===== src/rtl/degamma_pkg.sv =====
// Shared constants, channel encoding and helpers for the degamma LUT pipeline.
package degamma_pkg;

  localparam int unsigned DW_DEF   = 8;
  localparam int unsigned FRAC_DEF = 4;
  localparam int unsigned KNOTS    = 2**(DW_DEF-FRAC_DEF) + 1;
  localparam int unsigned AW       = 5;
  // y*(2**FRAC) plus rounding term never exceeds this width
  localparam int unsigned ACC_W    = DW_DEF + 1 + FRAC_DEF + 1;

  typedef enum logic [1:0] {
    CH_R = 2'd0,
    CH_G = 2'd1,
    CH_B = 2'd2
  } ch_e;

  function automatic int unsigned identity_knot(input int unsigned k,
                                                input int unsigned frac = FRAC_DEF);
    return k << frac;
  endfunction

endpackage


===== src/rtl/degamma_interp.sv =====
// One colour channel: knot select (S2) then interpolate, round, saturate (S3).
module degamma_interp
  import degamma_pkg::*;
#(
  parameter int unsigned DW    = DW_DEF,
  parameter int unsigned FRAC  = FRAC_DEF,
  parameter int unsigned KNOTS = degamma_pkg::KNOTS,
  parameter int unsigned AW    = degamma_pkg::AW,
  parameter int unsigned ACC_W = degamma_pkg::ACC_W
) (
  input  logic                  clk,
  input  logic                  rstn,
  input  logic [KNOTS-1:0][DW:0] knots,
  input  logic [DW-1:0]         pix,
  input  logic                  de,
  input  logic                  bypass,
  output logic [DW-1:0]         dout
);

  logic [AW-1:0]          idx;
  logic [DW:0]            y0, y1;
  logic [FRAC-1:0]        f;
  logic [DW-1:0]          pix_s2;
  logic [ACC_W-1:0]       w0, acc;
  logic [ACC_W-FRAC-1:0]  res;
  logic [DW-1:0]          sat;

  assign idx = AW'(pix[DW-1:FRAC]);

  always_ff @(posedge clk or negedge rstn) begin
    if (!rstn) begin
      y0     <= '0;
      y1     <= '0;
      f      <= '0;
      pix_s2 <= '0;
    end else begin
      y0     <= knots[idx];
      y1     <= knots[idx + 1'b1];
      f      <= pix[FRAC-1:0];
      pix_s2 <= pix;
    end
  end

  always_comb begin
    w0  = ACC_W'(2**FRAC) - ACC_W'(f);
    acc = ACC_W'(y0) * w0 + ACC_W'(y1) * ACC_W'(f) + ACC_W'(2**(FRAC-1));
    res = acc[ACC_W-1:FRAC];
    sat = (|res[ACC_W-FRAC-1:DW]) ? '1 : res[DW-1:0];
  end

  always_ff @(posedge clk or negedge rstn) begin
    if (!rstn) begin
      dout <= '0;
    end else if (!de) begin
      dout <= '0;
    end else if (bypass) begin
      dout <= pix_s2;
    end else begin
      dout <= sat;
    end
  end

endmodule


===== src/rtl/degamma_lut_pipe.sv =====
// Degamma stage: double-buffered per-channel knot tables swapped on vsync rise,
// three interpolating channels and a 3-cycle matched vsync/de delay.
module degamma_lut_pipe
  import degamma_pkg::*;
#(
  parameter int unsigned DW   = DW_DEF,
  parameter int unsigned FRAC = FRAC_DEF,
  parameter int unsigned AW   = degamma_pkg::AW
) (
  input  logic          clk,
  input  logic          rstn,
  input  logic          vsync_in,
  input  logic          de_in,
  input  logic [DW-1:0] r_in,
  input  logic [DW-1:0] g_in,
  input  logic [DW-1:0] b_in,
  input  logic          lut_wr_en,
  input  logic [1:0]    lut_wr_ch,
  input  logic [AW-1:0] lut_wr_addr,
  input  logic [DW:0]   lut_wr_data,
  input  logic          lut_commit,
  input  logic          bypass,
  output logic          vsync_out,
  output logic          de_out,
  output logic [DW-1:0] r_out,
  output logic [DW-1:0] g_out,
  output logic [DW-1:0] b_out,
  output logic          lut_pending
);

  localparam int unsigned NKNOTS = 2**(DW-FRAC) + 1;
  localparam int unsigned NCH    = 3;

  typedef logic [NKNOTS-1:0][DW:0] table_t;

  table_t        active [NCH];
  table_t        shadow [NCH];
  logic          vsync_d, frame_start, bypass_q, wr_ok;
  logic          vsync_s1, de_s1, vsync_s2, de_s2;
  logic [DW-1:0] pix_s1 [NCH];
  logic [DW-1:0] dout   [NCH];

  assign frame_start = vsync_in & ~vsync_d;
  assign wr_ok       = lut_wr_en && (lut_wr_ch <= CH_B) &&
                       (32'(lut_wr_addr) < NKNOTS);

  // Swap reads shadow before this edge's write lands, so a write on the
  // swap cycle stays in shadow only.
  always_ff @(posedge clk or negedge rstn) begin
    if (!rstn) begin
      for (int unsigned c = 0; c < NCH; c++) begin
        for (int unsigned k = 0; k < NKNOTS; k++) begin
          active[c][k] <= (DW+1)'(identity_knot(k, FRAC));
          shadow[c][k] <= (DW+1)'(identity_knot(k, FRAC));
        end
      end
      vsync_d     <= 1'b0;
      lut_pending <= 1'b0;
      bypass_q    <= 1'b0;
    end else begin
      vsync_d <= vsync_in;
      if (frame_start) begin
        if (lut_pending || lut_commit) begin
          for (int unsigned c = 0; c < NCH; c++) begin
            active[c] <= shadow[c];
          end
        end
        lut_pending <= 1'b0;
        bypass_q    <= bypass;
      end else if (lut_commit) begin
        lut_pending <= 1'b1;
      end
      if (wr_ok) begin
        shadow[lut_wr_ch][lut_wr_addr] <= lut_wr_data;
      end
    end
  end

  always_ff @(posedge clk or negedge rstn) begin
    if (!rstn) begin
      vsync_s1  <= 1'b0;
      de_s1     <= 1'b0;
      vsync_s2  <= 1'b0;
      de_s2     <= 1'b0;
      vsync_out <= 1'b0;
      de_out    <= 1'b0;
      for (int unsigned c = 0; c < NCH; c++) begin
        pix_s1[c] <= '0;
      end
    end else begin
      vsync_s1  <= vsync_in;
      de_s1     <= de_in;
      vsync_s2  <= vsync_s1;
      de_s2     <= de_s1;
      vsync_out <= vsync_s2;
      de_out    <= de_s2;
      pix_s1[0] <= r_in;
      pix_s1[1] <= g_in;
      pix_s1[2] <= b_in;
    end
  end

  for (genvar c = 0; c < NCH; c++) begin : g_ch
    degamma_interp #(
      .DW    (DW),
      .FRAC  (FRAC),
      .KNOTS (NKNOTS),
      .AW    (AW),
      .ACC_W (DW + FRAC + 2)
    ) u_interp (
      .clk    (clk),
      .rstn   (rstn),
      .knots  (active[c]),
      .pix    (pix_s1[c]),
      .de     (de_s2),
      .bypass (bypass_q),
      .dout   (dout[c])
    );
  end

  assign r_out = dout[0];
  assign g_out = dout[1];
  assign b_out = dout[2];

endmodule


===== config.mk =====
export PLATFORM = sky130hd
export DESIGN_NAME = degamma_lut_pipe
export DESIGN_NICKNAME = d
export VERILOG_FILES = /design/src/rtl/degamma_pkg.sv /design/src/rtl/degamma_interp.sv /design/src/rtl/degamma_lut_pipe.sv
export SDC_FILE = /design/constraint.sdc
export NUM_CORES = 2
export LEC_CHECK = 0
export CORE_ASPECT_RATIO = 1.75
export CORE_MARGIN = 4
export CORE_UTILIZATION = 50
export CTS_CLUSTER_SIZE = 28
export DETAILED_ROUTE_END_ITERATION = 7
export GPL_TIMING_DRIVEN = 0
export HOLD_SLACK_MARGIN = 0.05
export PLACE_DENSITY = 0.74
export RECOVER_POWER = 25
export SLEW_MARGIN = 20
export SYNTH_ARGS = -nofsm -noshare
export SYNTH_HDL_FRONTEND = slang
export SYNTH_SLANG_ARGS = --single-unit

===== constraint.sdc =====
create_clock -name clk -period 6.8 [get_ports clk]
set_clock_uncertainty 0.15 [all_clocks]
set_input_delay 0.68 -clock clk [delete_from_list [all_inputs] [get_ports clk]]
set_output_delay 0.68 -clock clk [all_outputs]
set_load 0.1 [all_outputs]

# After elaboration in Yosys (flattened, before gate mapping)
# Cells that the tools add are included.
[classes]
n_addsub = 12
n_mul = 6
magnitude_cmp = 12
mux = 28
bitwise_logic = 3
n_reduce_logical = 10
[ops]
columns = ["op", "n"]
rows = [
  ["$bwmux W459", 1],
  ["$demux W153 S2", 1],
  ["$mux W153", 1],
  ["$bmux W9 S5", 3],
  ["$bmux W9 S4", 3],
  ["$mux W8", 9],
  ["$mux W9", 7],
  ["$demux W9 S5", 1],
  ["$add A14 B13 Y14", 3],
  ["$add A14 B4 Y14 const B", 3],
  ["$mul A9 B14 Y14", 3],
  ["$mul A9 B4 Y13", 3],
  ["$lt A5 B6 Y1 const B", 4],
  ["$lt A4 B6 Y1 const B", 3],
  ["$sub A5 B4 Y6 const A", 3],
  ["$add A4 B1 Y5 const B", 3],
  ["$reduce_or A2 Y1", 3],
  ["$ge A5 B1 Y1 const B", 1],
  ["$lt A5 B5 Y1 const B", 1],
  ["$logic_and A1 B1 Y1", 4],
  ["$ge A3 B3 Y1 const B", 1],
  ["$lt A3 B1 Y1 const B", 1],
  ["$not A2 Y3", 1],
  ["$le A2 B2 Y1 const B", 1],
  ["other kinds (6)", 7],
]
[word_totals]
reg_bits = 1064

# Logic depth before layout (Yosys ltp)
[depth]
depth_word = 8
ltp_mapped = 22
depth_no_buf = 20

# Hierarchy
# From an unflattened synthesis, not the netlist that was laid out.
[unflattened]
cells_unflattened = 3675
area_unflattened_um2 = 54013.1
[by_module_without_submodules]
columns = ["module", "n_inst", "cells_each", "area_each_um2", "seq_area_each_um2"]
rows = [
  ["degamma_lut_pipe", 1, 2064, 35466.5, 24020.5],
  ["degamma_interp (g_ch[0].u_interp)", 1, 517, 6214.7, 850.8],
  ["degamma_interp (g_ch[1].u_interp)", 1, 547, 6175.9, 850.8],
  ["degamma_interp (g_ch[2].u_interp)", 1, 547, 6155.9, 850.8],
]

# Least setup slack after synthesis
# OpenSTA, ideal clock, no wires.
[synth_timing]
kind = "register -> register"
from = "register g_ch[1].u_interp.f[0]"
to = "register g_ch[1].u_interp.dout[0]"
arrival_ns = 5.670
required_time_ns = 6.505
path_slack_ns = 0.834
stages_incl_launch_ff = 22
synth_period_minus_slack_ns = 5.966
cell_sequence = "dfrtp_1 -> clkbuf_1 -> clkbuf_1 -> inv_1 -> ha_1 -> xnor2_1 -> nand2_1 -> fa_1 -> fa_1 -> inv_1 -> fa_1 -> fa_1 -> inv_1 -> fa_1 -> inv_1 -> ha_1 -> nand2_1 -> o32ai_1 -> o21ai_0 -> o31ai_1 -> mux2i_1 -> a21oi_1"
[synth_between]
elab_chain_len = 8
elab_cells_between_ends = 9
classes_between = "add/sub: 3; mul: 2; mux: 3; reduce/logical: 1"
[synth_lines]
columns = ["item", "line", "rtl"]
rows = [
  ["from (decl)", "degamma_interp.sv:22", "logic [FRAC-1:0] f;"],
  ["from (signal assigned)", "degamma_interp.sv:39", "f <= pix[FRAC-1:0];"],
  ["$sub A5 B4 Y6", "degamma_interp.sv:45", "w0 = ACC_W'(2**FRAC) - ACC_W'(f);"],
  ["$mul A9 B14 Y14", "degamma_interp.sv:46", "acc = ACC_W'(y0) * w0 + ACC_W'(y1) * ACC_W'(f) + ACC_W'(2**(FRAC-1));"],
  ["$add A14 B13 Y14 (*)", "degamma_interp.sv:46", ""],
  ["$add A14 B4 Y14 (*)", "degamma_interp.sv:46", ""],
  ["$reduce_or A2 Y1", "degamma_interp.sv:48", "sat = (|res[ACC_W-FRAC-1:DW]) ? '1 : res[DW-1:0];"],
  ["$mux W8 (*)", "degamma_interp.sv:48", ""],
  ["$mux W8 (*)", "degamma_interp.sv:56", "end else if (bypass) begin"],
  ["$mux W8 (*)", "degamma_interp.sv:54", "end else if (!de) begin"],
  ["to (signal assigned)", "degamma_interp.sv:57", "dout <= pix_s2;"],
  ["to (signal assigned)", "degamma_interp.sv:59", "dout <= sat;"],
  ["to (decl)", "degamma_interp.sv:17", "output logic [DW-1:0] dout"],
]
# Every way passes the cells marked *; elsewhere a longest branch is shown, timed or not.
# A chain may end at the register's enable or synchronous reset.

# Final worst setup path
[layout_timing]
from = "register g_ch[0].u_interp.f[0]"
to = "register g_ch[0].u_interp.dout[6]"
[layout_between]
elab_chain_len = 8
elab_cells_between_ends = 9
classes_between = "add/sub: 3; mul: 2; mux: 3; reduce/logical: 1"
[layout_lines]
columns = ["item", "line"]
rows = [
  ["from (decl)", "degamma_interp.sv:22"],
  ["from (signal assigned)", "degamma_interp.sv:39"],
  ["$sub A5 B4 Y6", "degamma_interp.sv:45"],
  ["$mul A9 B14 Y14", "degamma_interp.sv:46"],
  ["$add A14 B13 Y14 (*)", "degamma_interp.sv:46"],
  ["$add A14 B4 Y14 (*)", "degamma_interp.sv:46"],
  ["$reduce_or A2 Y1", "degamma_interp.sv:48"],
  ["$mux W8 (*)", "degamma_interp.sv:48"],
  ["$mux W8 (*)", "degamma_interp.sv:56"],
  ["$mux W8 (*)", "degamma_interp.sv:54"],
  ["to (signal assigned)", "degamma_interp.sv:57"],
  ["to (signal assigned)", "degamma_interp.sv:59"],
  ["to (decl)", "degamma_interp.sv:17"],
]
# Marked as above.

==> summary.md <==
| Metric | Value |
|---|---|
| Status | `complete, but fails checks` |
| Failing checks | `max-capacitance violations, max-slew violations` |
| Actual slew at the worst max-slew pin | `~3.5 ns` |
| Share of layout cells above drive strength 1 | `0.379` |
| Post-Syn Area | `between 0.05 and 0.06 mm²` |
| Iteration-0 DRC Markers | `between 2000 and 2500` |
| Final Hold Fails | `0` |
| Relative max-transition margin | `-1.35` |
| Critical Path RT | `between 7 and 8 ns` |
| Die Y-Extent | `approximately 440 µm` |
| Vias/cell | `just under 6` |
| Post-synth top flop | `dfrtp_1` |
| Hold Slack | `slightly below 0.2 ns` |
| Ys async rst share | `1.00` |
| Combinational family with the most area after synthesis | `multiplexers` |
| Unique cell type count in the Yosys netlist | `58` |
| Yosys reg bits | `1052` |
| P_leak | `roughly 29 nW` |
| CTS root buf | `clkbuf_16` |
| Synth Area in XOR/XNOR | `0.00711` |
| Avg WL per Cell | `26.4 µm` |
| Antenna Nets Post-Route | `0` |
| Initial DRT Pass Iterations | `5` |
| Compound-Gate Fraction of Synth Area | `0.0334` |
| Max Fclk | `approximately 150 MHz` |
| Worst VDD drop | `172 µV` |
| Routed length on met1 | `50100 µm` |
| Final Cell Area | `between 0.06 and 0.07 mm²` |
| CTS Sinks | `1052` |
| Fin. max-slew vios | `approximately 280` |
| Worst min-delay path class | `reg2reg` |
| WL met2 | `a little under 80000 µm` |
| Top Layer Used | `met5` |
| Layout area overhead | `11.2%` |
| Placer Congestion | `0.958` |
| # fillers | `between 8000 and 9000` |
| Die width | `257 µm` |
| Hpwl dp | `108000 µm` |
| Vias post-DR | `33000` |
| Pin count of the biggest net entering global routing | `between 150 and 200` |
| Clk buf depth | `3` |
| Worst-path fanout max | `10` |
| CTS tree | `done` |
| Drt drc | `0` |
| Syn nets | `roughly 4300` |
| Post-synthesis sequential area ratio | `0.490` |
| Cells after Synth | `around 3900` |
| Met3 wire len | `between 6000 and 7000 µm` |
| Layout Nets | `~4400` |
| RSZ-0062 raised after global routing | `no` |
| Number of global-route vias before repair | `36100` |
| Initial Util | `0.504` |
| Most frequent cells in the layout | `mux2_2 (891), dfrtp_1 (854), nand2_1 (241)` |
| Post-synthesis simple-gate area fraction | `0.0612` |
| Max-cap violations | `2` |
| GRT Util Overall | `0.259` |
| Core Region | `0.107 mm²` |
| Syn Area/Cell | `roughly 14 µm²` |
| CTS H-tree lvls | `3` |
| Cell Area, Placed | `about 0.057 mm²` |
| Worst path arrival time | `~7 ns` |
| Synth warnings | `0` |
| Fin crit period | `roughly 6.5 ns` |
| Most common cell after layout, fill and taps aside | `mux2_2` |
| Fin crit share | `0.960` |
| Worst-path clk slew | `~0.08 ns` |
| Die area | `about 0.11 mm²` |
| Setup violators final | `0` |
| EDFF count, synth | `0` |
| Number of buffers created by CTS | `between 90 and 100` |
| PortBufs | `70` |
| Post-synthesis mux area share | `0.282` |
| Critical path class | `reg2reg` |
| Initial antenna violation count | `8` |
| CP Launch Type | `flip-flop` |
| First-pass GRT wire length | `223000 µm` |
| Final wirelength | `approximately 150000 µm` |
| Later-pin clock latency in the skew report | `about 0.72 ns` |
| Std-Cell Rows | `between 150 and 200` |
| Pwr/cell area | `~270 mW/mm²` |
| FF-to-FF setup slack | `approximately 0.27 ns` |
| Ports | `74` |
| Crit. End Element | `flip-flop` |
| Gr ovfl total | `0` |
| Adder-Cell Fraction of Synth Area | `0.0931` |
==> through the flow <==
step | setup TNS, ns | setup slack (ns) | std cells | utilization | total power [mW]
6_report | 0 | 0.272 | 5539 | 0.561 | 16.5
5_1_grt | 0 | 0.0360 | 5537 | 0.561 | 17.3
4_1_cts | 0 | 0.0419 | 5530 | 0.562 | 16.6
3_5_place_dp | -17.40 | -1.02 | 5353 | 0.529 | 10.8
3_3_place_gp | - | -40.86 | 5346 | 0.527 | 10.7
2_1_floorplan | 0 | 0.834 | 3908 | - | 9.62
==> flip-flops by register name (all words and copies together) (netlist names), 9 cells and up <==
register	cells
g_ch.u_interp.pix_s2	15
g_ch.u_interp.dout	24
pix_s1	24
g_ch.u_interp.f	9
g_ch.u_interp.y1	27
active	459
g_ch.u_interp.y0	27
shadow	459
==> where the power goes <==
part	internal (mW)	switching (mW)	leakage [nW]	total [mW]
Combinational	1.42	2.22	13.3	3.64
Clock	3.38	2.47	1.66	5.85
Sequential	6.75	0.313	13.6	7.06
==> path summary, 6_finish.rpt <==
path	end	depth (start not counted)	start
min	g_ch[1].u_interp.f[0]	0	pix_s1[8]
min reg2reg	g_ch[1].u_interp.f[0]	0	pix_s1[8]
max	g_ch[0].u_interp.dout[6]	21	g_ch[0].u_interp.f[0]
max reg2reg	g_ch[0].u_interp.dout[6]	21	g_ch[0].u_interp.f[0]
max in group asynchronous	shadow[364]	6	rstn
min in group asynchronous	g_ch[1].u_interp.dout[0]	2	rstn
==> logic make-up (layout without fill, tap and decap cells) <==
| group | after synthesis | count (layout) |
|---|---|---|
| multiplexers | 1190 | 1190 |
| flip-flops | 1052 | 1052 |
| AND/OR/NAND/NOR | 614 | 614 |
| buffers and inverters | 431 | 688 |
| adder cells (fa/ha/maj) | 306 | 306 |
| AO/OA/AOI/OAI | 271 | 271 |
| XOR/XNOR | 44 | 44 |
| other | 0 | 6 |
==> worst max-delay path, cell delays in order, from the launching register on <==
cell and delay [ns]:
dfrtp_1 0.35, clkbuf_2 0.21, clkbuf_2 0.25, inv_1 0.07
ha_1 0.27, xnor2_4 0.31, nand2_1 0.13, fa_1 0.54
inv_1 0.05, fa_1 0.45, ha_1 0.29, inv_1 0.05
fa_1 0.49, fa_1 0.49, inv_1 0.04, ha_1 0.27
nand4_1 0.17, o32ai_2 0.50, nor3_1 0.18, o31ai_1 0.40
xnor2_2 0.23, a31oi_1 0.48
==> cell usage after synthesis (27+ instances only) <==
master,n,area share
a21oi_1,61,0.0056
a221oi_1,27,0.0044
a22oi_1,27,0.0037
a32o_1,27,0.0050
and2_1,191,0.022
buf_2,68,0.0063
clkbuf_1,125,0.0087
dfrtp_1,854,0.39
dfstp_2,198,0.096
fa_1,162,0.060
ha_1,144,0.033
inv_1,220,0.015
mux2_2,891,0.19
mux2_4,45,0.012
mux2i_1,92,0.017
mux4_2,162,0.067
nand2_1,241,0.017
nand3_1,40,0.0037
nand3b_1,28,0.0039
nor2_2,35,0.0040
o21ai_0,81,0.0075
==> what timing repair did <==
item,in CTS,in global routing
resized for setup,17,9
endpoints found under the setup margin,24,24
hold endpoints to repair,119,0
hold buffers,1,0
setup buffers,1,4
==> cell type report <==
class / count / area (µm²) / area share
well taps: 1368 / 1710 / 0.0284
multi-input cells: 2425 / 25900 / 0.429
diodes: 6 / 15.0 / 0.000249
plain buffers: 208 / 911 / 0.0151
clock inverters: 38 / 631 / 0.0105
inverters: 221 / 830 / 0.0138
flip-flops and latches: 1052 / 26600 / 0.441
repair buffers: 83 / 928 / 0.0154
clock buffers: 138 / 2770 / 0.0460
==> routing by layer <==
metal / vias to the layer above / track usage
met5: - / 0
met3: 412 / 0.0336
met4: 2 / 0.188
met2: 928 / 0.470
li1: 14100 / -
met1: 17600 / 0.276
(Power assumes the default switching activity.)
